<file path="src/rtl/bus_secondary_serial_tx_if.sv">
// bus: single-wire request/response link; secondary drives a, primary answers on b.
interface bus (
    input logic clk
);
    logic a;
    logic b;
    modport secondary (input clk, output a, input b);
    modport primary (input clk, input a, output b);
endinterface

</file>
<file path="src/rtl/bus_secondary_serial_tx.sv">
// bus_secondary_serial_tx: LSB-first serial word transmitter that waits for an inverted answer on b per bit.
// Define BUS_SEC_CHECK_EN to include the protocol assertions.
module bus_secondary_serial_tx #(
    parameter int   WIDTH      = 8,
    parameter int   TIMEOUT    = 15,
    parameter logic IDLE_LEVEL = 1'b0
) (
    input  logic             clk,
    input  logic             rst_n,
    bus.secondary            intf,
    input  logic             start,
    input  logic [WIDTH-1:0] data,
    output logic             busy,
    output logic             done,
    output logic             error,
    output logic [WIDTH-1:0] echo
);
    localparam int IW = (WIDTH > 1) ? $clog2(WIDTH) : 1;
    localparam int TW = $clog2(TIMEOUT + 1);
    localparam logic [2:0] IDLE  = 3'd0;
    localparam logic [2:0] DRIVE = 3'd1;
    localparam logic [2:0] WAIT  = 3'd2;
    localparam logic [2:0] DONE  = 3'd3;
    localparam logic [2:0] ERR   = 3'd4;
    logic [2:0]       state;
    logic [WIDTH-1:0] shift;
    logic [IW-1:0]    idx;
    logic [TW-1:0]    timer;
    logic             a_q;
    logic             match;
    assign intf.a = a_q;
    // Four-state compare so an X or Z answer never counts as a response.
    assign match = (intf.b === !a_q);
    always_ff @(posedge clk) begin
        if (!rst_n) begin
            state <= IDLE;
            shift <= '0;
            idx   <= '0;
            timer <= '0;
            a_q   <= IDLE_LEVEL;
            busy  <= 1'b0;
            done  <= 1'b0;
            error <= 1'b0;
            echo  <= '0;
        end else begin
            done <= 1'b0;
            case (state)
                IDLE, ERR: begin
                    a_q <= IDLE_LEVEL;
                    if (start) begin
                        shift <= data;
                        echo  <= '0;
                        idx   <= '0;
                        error <= 1'b0;
                        busy  <= 1'b1;
                        state <= DRIVE;
                    end
                end
                DRIVE: begin
                    a_q   <= shift[0];
                    timer <= '0;
                    state <= WAIT;
                end
                WAIT: begin
                    if (match) begin
                        echo[idx] <= intf.b;
                        shift     <= shift >> 1;
                        if (idx == IW'(WIDTH - 1)) begin
                            busy  <= 1'b0;
                            done  <= 1'b1;
                            state <= DONE;
                        end else begin
                            idx   <= idx + IW'(1);
                            state <= DRIVE;
                        end
                    end else begin
                        timer <= timer + TW'(1);
                        if (timer == TW'(TIMEOUT - 1)) begin
                            error <= 1'b1;
                            busy  <= 1'b0;
                            a_q   <= IDLE_LEVEL;
                            state <= ERR;
                        end
                    end
                end
                DONE: begin
                    a_q   <= IDLE_LEVEL;
                    state <= IDLE;
                end
                default: state <= IDLE;
            endcase
        end
    end
`ifdef BUS_SEC_CHECK_EN
    logic [WIDTH-1:0] word;
    always_ff @(posedge clk) begin
        if (!rst_n)
            word <= '0;
        else if ((state == IDLE || state == ERR) && start)
            word <= data;
    end
    always_comb begin
        assert (intf.clk === clk);
        if (state == DONE) assert (echo === ~word);
        if (state == WAIT) assert (!$isunknown(intf.a));
    end
`else
`endif
endmodule
</file>
<file path="src/flat_wrapper.sv">
// flat-port wrapper written by rule: the top's interface ports become plain ports
module bus_secondary_serial_tx_flat 
#(
    parameter int   WIDTH      = 8,
    parameter int   TIMEOUT    = 15,
    parameter logic IDLE_LEVEL = 1'b0
)
  (clk, rst_n, start, data, busy, done, error, echo, intf_a, intf_b);
  bus intf_i (.clk(clk));
  input  logic clk;
  input  logic rst_n;
  input  logic start;
  input  logic [WIDTH-1:0] data;
  output logic busy;
  output logic done;
  output logic error;
  output logic [WIDTH-1:0] echo;
  output wire logic [$bits(intf_i.a)-1:0] intf_a;
  input wire logic [$bits(intf_i.b)-1:0] intf_b;
  assign intf_a = intf_i.a;
  assign intf_i.b = intf_b;
  bus_secondary_serial_tx #(.WIDTH(WIDTH), .TIMEOUT(TIMEOUT), .IDLE_LEVEL(IDLE_LEVEL)) u_core (.clk(clk), .rst_n(rst_n), .intf(intf_i), .start(start), .data(data), .busy(busy), .done(done), .error(error), .echo(echo));
endmodule
</file>
<file path="config.mk">
export PLATFORM = sky130hd
export DESIGN_NAME = bus_secondary_serial_tx_flat
export DESIGN_NICKNAME = d
export VERILOG_FILES = /design/src/rtl/bus_secondary_serial_tx_if.sv /design/src/rtl/bus_secondary_serial_tx.sv /design/src/flat_wrapper.sv
export SDC_FILE = /design/constraint.sdc
export NUM_CORES = 1
export LEC_CHECK = 0
export ABC_AREA = 1
export BUFFER_PORTS_ARGS = -buffer_cell sky130_fd_sc_hd__buf_2
export CAP_MARGIN = 20
export CORE_MARGIN = 2
export CORE_UTILIZATION = 58
export CTS_BUF_LIST = sky130_fd_sc_hd__clkbuf_8
export CTS_CLUSTER_SIZE = 14
export DETAILED_ROUTE_END_ITERATION = 16
export HOLD_SLACK_MARGIN = 0.06
export PLACE_DENSITY = 0.82
export SYNTH_ARGS = -nofsm -noshare
export SYNTH_HDL_FRONTEND = slang
export SYNTH_SLANG_ARGS = --single-unit
</file>
<file path="constraint.sdc">
create_clock -name clk -period 1.6 [get_ports clk]
set_input_delay 0.16 -clock clk [delete_from_list [all_inputs] [get_ports clk]]
set_output_delay 0.16 -clock clk [all_outputs]
set_load 0.05 [all_outputs]
</file>
# Word level (Yosys, flattened, before mapping)
# Cells that the tools add are included.
word_totals:
  ff_bits: 30
  in_bits: 12
  output_inout_bits: 12
  word_cells: 75
classes:
  addsub: 2
  order_cmp: 2
  n_eq_ne: 14
  n_mux: 32
  n_reduce_logical: 16
op_table:
  columns: ["operator", "n"]
  rows:
  - ["two-way mux 8 bit", 4]
  - ["one-hot mux 8 bit (2 select lines)", 2]
  - ["two-way mux 3 bit", 6]
  - ["AND reduction 4 bit", 3]
  - ["two-way mux 1 bit", 10]
  - ["one-hot mux 3 bit (3 select lines)", 1]
  - ["AND reduction 3 bit", 3]
  - ["bitwise mux 8 bit", 1]
  - ["one-hot mux 4 bit (2 select lines)", 1]
  - ["equality test 3 x 2 -> 1 bit, second input constant", 2]
  - ["equality test 3 bit, second input constant", 2]
  - ["inequality test 2 bit, second input constant", 3]
  - ["one-hot mux 3 bit (2 select lines)", 1]
  - ["adder 4 x 1 -> 4 bit, second input constant", 1]
  - ["equality test 4 bit, second input constant", 1]
  - ["< comparator 3 x 4 -> 1 bit, second input constant", 1]
  - ["two-way mux 4 bit", 1]
  - ["inequality test 2 x 1 -> 1 bit, second input constant", 2]
  - ["one-hot mux 1 bit (2 select lines)", 2]
  - ["AND reduction 2 bit", 2]
  - ["nonzero test 2 bit", 2]
  - ["adder 3 x 1 -> 3 bit, second input constant", 1]
  - ["demux 1 bit (select 3 bit)", 1]
  - ["equality test 3 x 1 -> 1 bit, second input constant", 1]
  - ["12 further kinds", 12]

# Depth between registers and ports, before layout
depth:
  depth_word: 7
  ltp_mapped: 9

# Worst setup path before layout
# Ideal clock, no wire load.
synth_timing:
  path_type: "flip-flop to flip-flop"
  startpoint: "register u_core.a_q (netlist: u_core.intf.a)"
  endpoint: "register u_core.shift[0]"
  arrival_time_ps: 1480
  t_required_ps: 1484
  path_slack_ps: 4
  path_stages_with_launch: 9
  path_buffers: 1
  synth_period_minus_slack_ps: 1596
  path_cell_list: "dfxtp_1 inv_1 nand2_1 nand2_1 nand2_2 nand2_4 buf_6 o21ai_0 nor2_1"
synth_between:
  elab_chain_cells: 4
synth_lines:
  columns: ["item", "line_no", "source"]
  rows:
  - ["start, declared", "bus_secondary_serial_tx.sv:29", "logic a_q;"]
  - ["start signal, assigned", "bus_secondary_serial_tx.sv:60", "a_q <= shift[0];"]
  - ["logical NOT 1 bit", "bus_secondary_serial_tx.sv:33", "assign match = (intf.b === !a_q);"]
  - ["=== test 1 bit", "bus_secondary_serial_tx.sv:33", null]
  - ["inequality test 2 x 1 -> 1 bit (no line)", null, null]
  - ["AND reduction 3 bit (no line)", null, null]
  - ["end signal, assigned", "bus_secondary_serial_tx.sv:51", "shift <= data;"]
  - ["end signal, assigned", "bus_secondary_serial_tx.sv:67", "shift <= shift >> 1;"]
  - ["end, declared", "bus_secondary_serial_tx.sv:26", "logic [WIDTH-1:0] shift;"]
# Every way passes these cells.
# A chain may end at the register's enable or synchronous reset.

# Final worst setup path
layout_timing:
  startpoint: "register u_core.state[2]"
  endpoint: "register u_core.echo[1]"
layout_between:
  elab_chain_cells: 4
  elab_cells_between_ends: 9
  cone_classes: "eq/ne (4); mux (1); reduce/logical (4)"
layout_lines:
  columns: ["item", "line_no", "source"]
  rows:
  - ["start, declared", "bus_secondary_serial_tx.sv:25", "logic [2:0] state;"]
  - ["start signal, assigned", "bus_secondary_serial_tx.sv:36", "state <= IDLE;"]
  - ["start signal, assigned", "bus_secondary_serial_tx.sv:56", "state <= DRIVE;"]
  - ["start signal, assigned", "bus_secondary_serial_tx.sv:62", "state <= WAIT;"]
  - ["equality test 3 bit / logical NOT 3 bit (equally long branches)", "bus_secondary_serial_tx.sv:47", "case (state)"]
  - ["OR reduction 2 bit", "bus_secondary_serial_tx.sv:47", null]
  - ["inequality test 2 bit (no line) / nonzero test 2 bit (equally long branches)", null, null]
  - ["AND reduction 3 bit (no line)", null, null]
  - ["end signal, assigned by index", "bus_secondary_serial_tx.sv:66", "echo[idx] <= intf.b;"]
  - ["end, declared", "bus_secondary_serial_tx.sv:16", "output logic [WIDTH-1:0] echo"]
# Several ways; a longest one is shown, not always the timed one.

==> summary.txt <==
STA
  • FMAX: 741 MHz
  • PnR worst setup slack: between 0.2 and 0.3 ns
  • Minimum clock period: about 1.3 ns
  • RSZ-0062 raised after global routing: no
  • Hold Slack: 0.124 ns
  • Setup violators final: 0
  • Slew headroom: 68.9%
  • Tcrit/Tclk final: 84.3%
  • Setup_tns: 0 ns
  • Slew Viols, Final: 0
  • Worst Skew: a little under 0.008 ns
  • Hold Vio Cnt, Final: 0
  • Worst slew pin tran: 0.466 ns

Worst setup path
  • WP buf/inv: 3
  • Arrival time at the worst endpoint: 1.56 ns
  • Critical Path End Type: register
  • Crit path max-delay family: buffers and inverters
  • Critical path peak fanout: 11
  • Setup crit start kind: register
  • Crit path cell chain: inv_2 > nand2_1 > nor2_4 > buf_4 > nand3_2 > inv_2 > nand2_1 > a21oi_1
  • WS Path Type: reg2reg
  • Slowest cell delay on critical path: 0.32 ns
  • Reg-to-reg startpoint: u_core.state[2]
  • WP data required: 1.81 ns
  • Slowest-stage cell, CP: dfxtp_1
  • Crit path from: u_core.state[2]

Global routing
  • Initial antenna violation count: 0
  • Met2 Use GR: 35.2%
  • Largest net degree at the start of global routing: 18
  • First-pass GRT wire length: around 5600 um
  • Vias in the first global route: 1329
  • Congestion Overflow GR: 0
  • Met3 Use GR: 5.58%
  • Busiest grt layer: met2
  • Met1 GRT Util: 30.4%
  • Gr usage total: 22.9%

Flow run
  • Max_cap viols: 0

Hold path
  • Hold Path Class: in2reg
  • Hold path start: data[7]

Power and ir drop
  • Total power: 0.00187 W
  • Worst vdd ir: around 0.97 mV
  • Leakage power: 0.955 nW
  • Pwr Density: between 1000 and 1500 mW/mm2

Synthesis
  • Syn avg cell area: around 6.5 um2
  • Post-Synthesis Net Count: 259
  • Post-Syn Area: 0.00156 mm2
  • FFs w/ async S/R, synth: 0%
  • Largest cells by area after synthesis: dfxtp_1, nand2_1, nor2_1, inv_1, nand3_1
  • EDFF count, synth: 0
  • Area share of the largest cell type after synthesis: 38.4%
  • Cell with the most instances after synthesis: nand2_1
  • Area leader, netlist: dfxtp_1
  • Flops & latches, synth: 30
  • Register area share after synthesis: 38.4%
  • Synth top cells by count: nand2_1, nor2_1, dfxtp_1, inv_1, nand3_1
  • Predominant post-synthesis flop cell: dfxtp_1
  • Synth warn: 0
  • Library cells used by synthesis: 20
  • Cell count after synthesis: around 240

Die
  • Die H: 55.9 um
  • Full die area: 0.00313 mm2
  • Initial Util: approximately 62%
  • DIE WIDTH: around 56 um
  • Rows: 18
  • IO Pins: 24
  • Core ar.: 0.00252 mm2

Routing
  • Via count: 1523
  • Drt first pass iters: 4
  • Drt via density: 5.08
  • Final wirelength: 3190 um
  • DRT antenna net count: 0
  • Drt initial violations: 79
  • Avg WL per Cell: 10.6 um
  • Residual DRC: 0

Clock network
  • TritonCTS clock tree: yes
  • Root Buffer: clkbuf_8
  • Post-CTS sizing: 0
  • Worst-skew pair later-pin latency: 0.29 ns
  • Post-CTS Hold Buffers: 0
  • CTS Sinks: 30
  • H-Tree Depth: 2
  • CTS clk-pin slew, worst paths: 0.06 ns
  • CTS Buffer Depth: 2
  • Post-CTS Setup Bufs: 0
  • Num CTS Buffers: 5

Placement
  • Placed insts: 292
  • Worst slack, placed: 0.271 ns
  • HPWL after detailed placement: about 2200 um
  • IO buf count: 23
  • Routability Congestion: 0.820

Final layout
  • Post-Layout Cell Count: 300
  • Share of layout cells above drive strength 1: 16.7%
  • # diodes: 0
  • Nets: around 290
  • Area Overhead vs Synth: 15.4%

Run status
  • Status: finished clean
## logic make-up after synthesis
family                     count (synthesis)  synth area share (%)
AOI/OAI and AO/OA                         30                  10.6
buffers and inverters                     35                  9.52
adders and majority gates                  5                  4.00
and+or+nand+nor                          142                  37.5
DFF                                       30                  38.4
## state kept, by name (all words and copies together) (netlist names)
register / flops
u_core.echo: 8
u_core.shift: 8
u_core.timer: 4
u_core.idx: 3
u_core.state: 3
u_core.busy: 1
u_core.done: 1
u_core.error: 1
u_core.intf.a: 1
## routing by layer
layer / part of all wire, % / wire length, um
met1: 50 / 1600
met2: 43 / 1370
met3: 4.6 / 148
met4: 2.0 / 63
met5: 0 / 0
## final timing paths
| path | to | slack (ns) | depth (start not counted) |
|---|---|---|---|
| setup / recovery | u_core.echo[1] | 0.25 | 8 |
| hold / removal | u_core.shift[7] | 0.12 | 3 |
| setup reg to reg | u_core.echo[1] | 0.25 | 8 |
| hold reg to reg | u_core.echo[3] | 0.46 | 2 |
## worst reg2reg max path: cells and delay by family, from the launching register on
family	cells	cell delay, ns
AOI/OAI and AO/OA	1	0.15
and+or+nand+nor	4	0.40
DFF	1	0.32
buffers and inverters	3	0.40
## power breakdown
group,switching [W],total (W),internal [W]
Clock,0.000281,0.000734,0.000452
Sequential,0.0000340,0.000829,0.000795
Combinational,0.000212,0.000311,0.0000992
## layout make-up
| cell class | instances | area, um2 |
|---|---|---|
| Tap cell | 30 | 37.5 |
| Timing Repair Buffer | 26 | 138 |
| Clock buffer | 5 | 68.8 |
| Fill cell | 232 | 717 |
| Clock inverter | 3 | 37.5 |
| Multi-Input combinational cell | 177 | 815 |
| Sequential cell | 30 | 601 |
| Inverter | 29 | 109 |
## through the flow
stage / util [%] / area, um2
after global placement: 67.4 / 1700
after global routing: 71.6 / 1810
after detailed placement: 67.4 / 1700
after CTS: 71.6 / 1810
after floorplan: - / 1560
final: 71.6 / 1810
## layout by cell type (no fill, tap or decap)
cell       instances
nand3_2            1
buf_2             23
dfxtp_1           30
o21ai_0           13
a21oi_1           12
nand2_2            3
nand2_1           78
o22ai_1            1
inv_1             27
clkbuf_8           5
nand2_4            1
ha_1               5
buf_4              3
inv_2              4
a21oi_2            3
o21bai_1           1
nor2_4             1
nand3_1           18
nand4_1            1
nor2_1            39
bufinv_16          1
No activity file was read; power rests on OpenSTA's default activity.
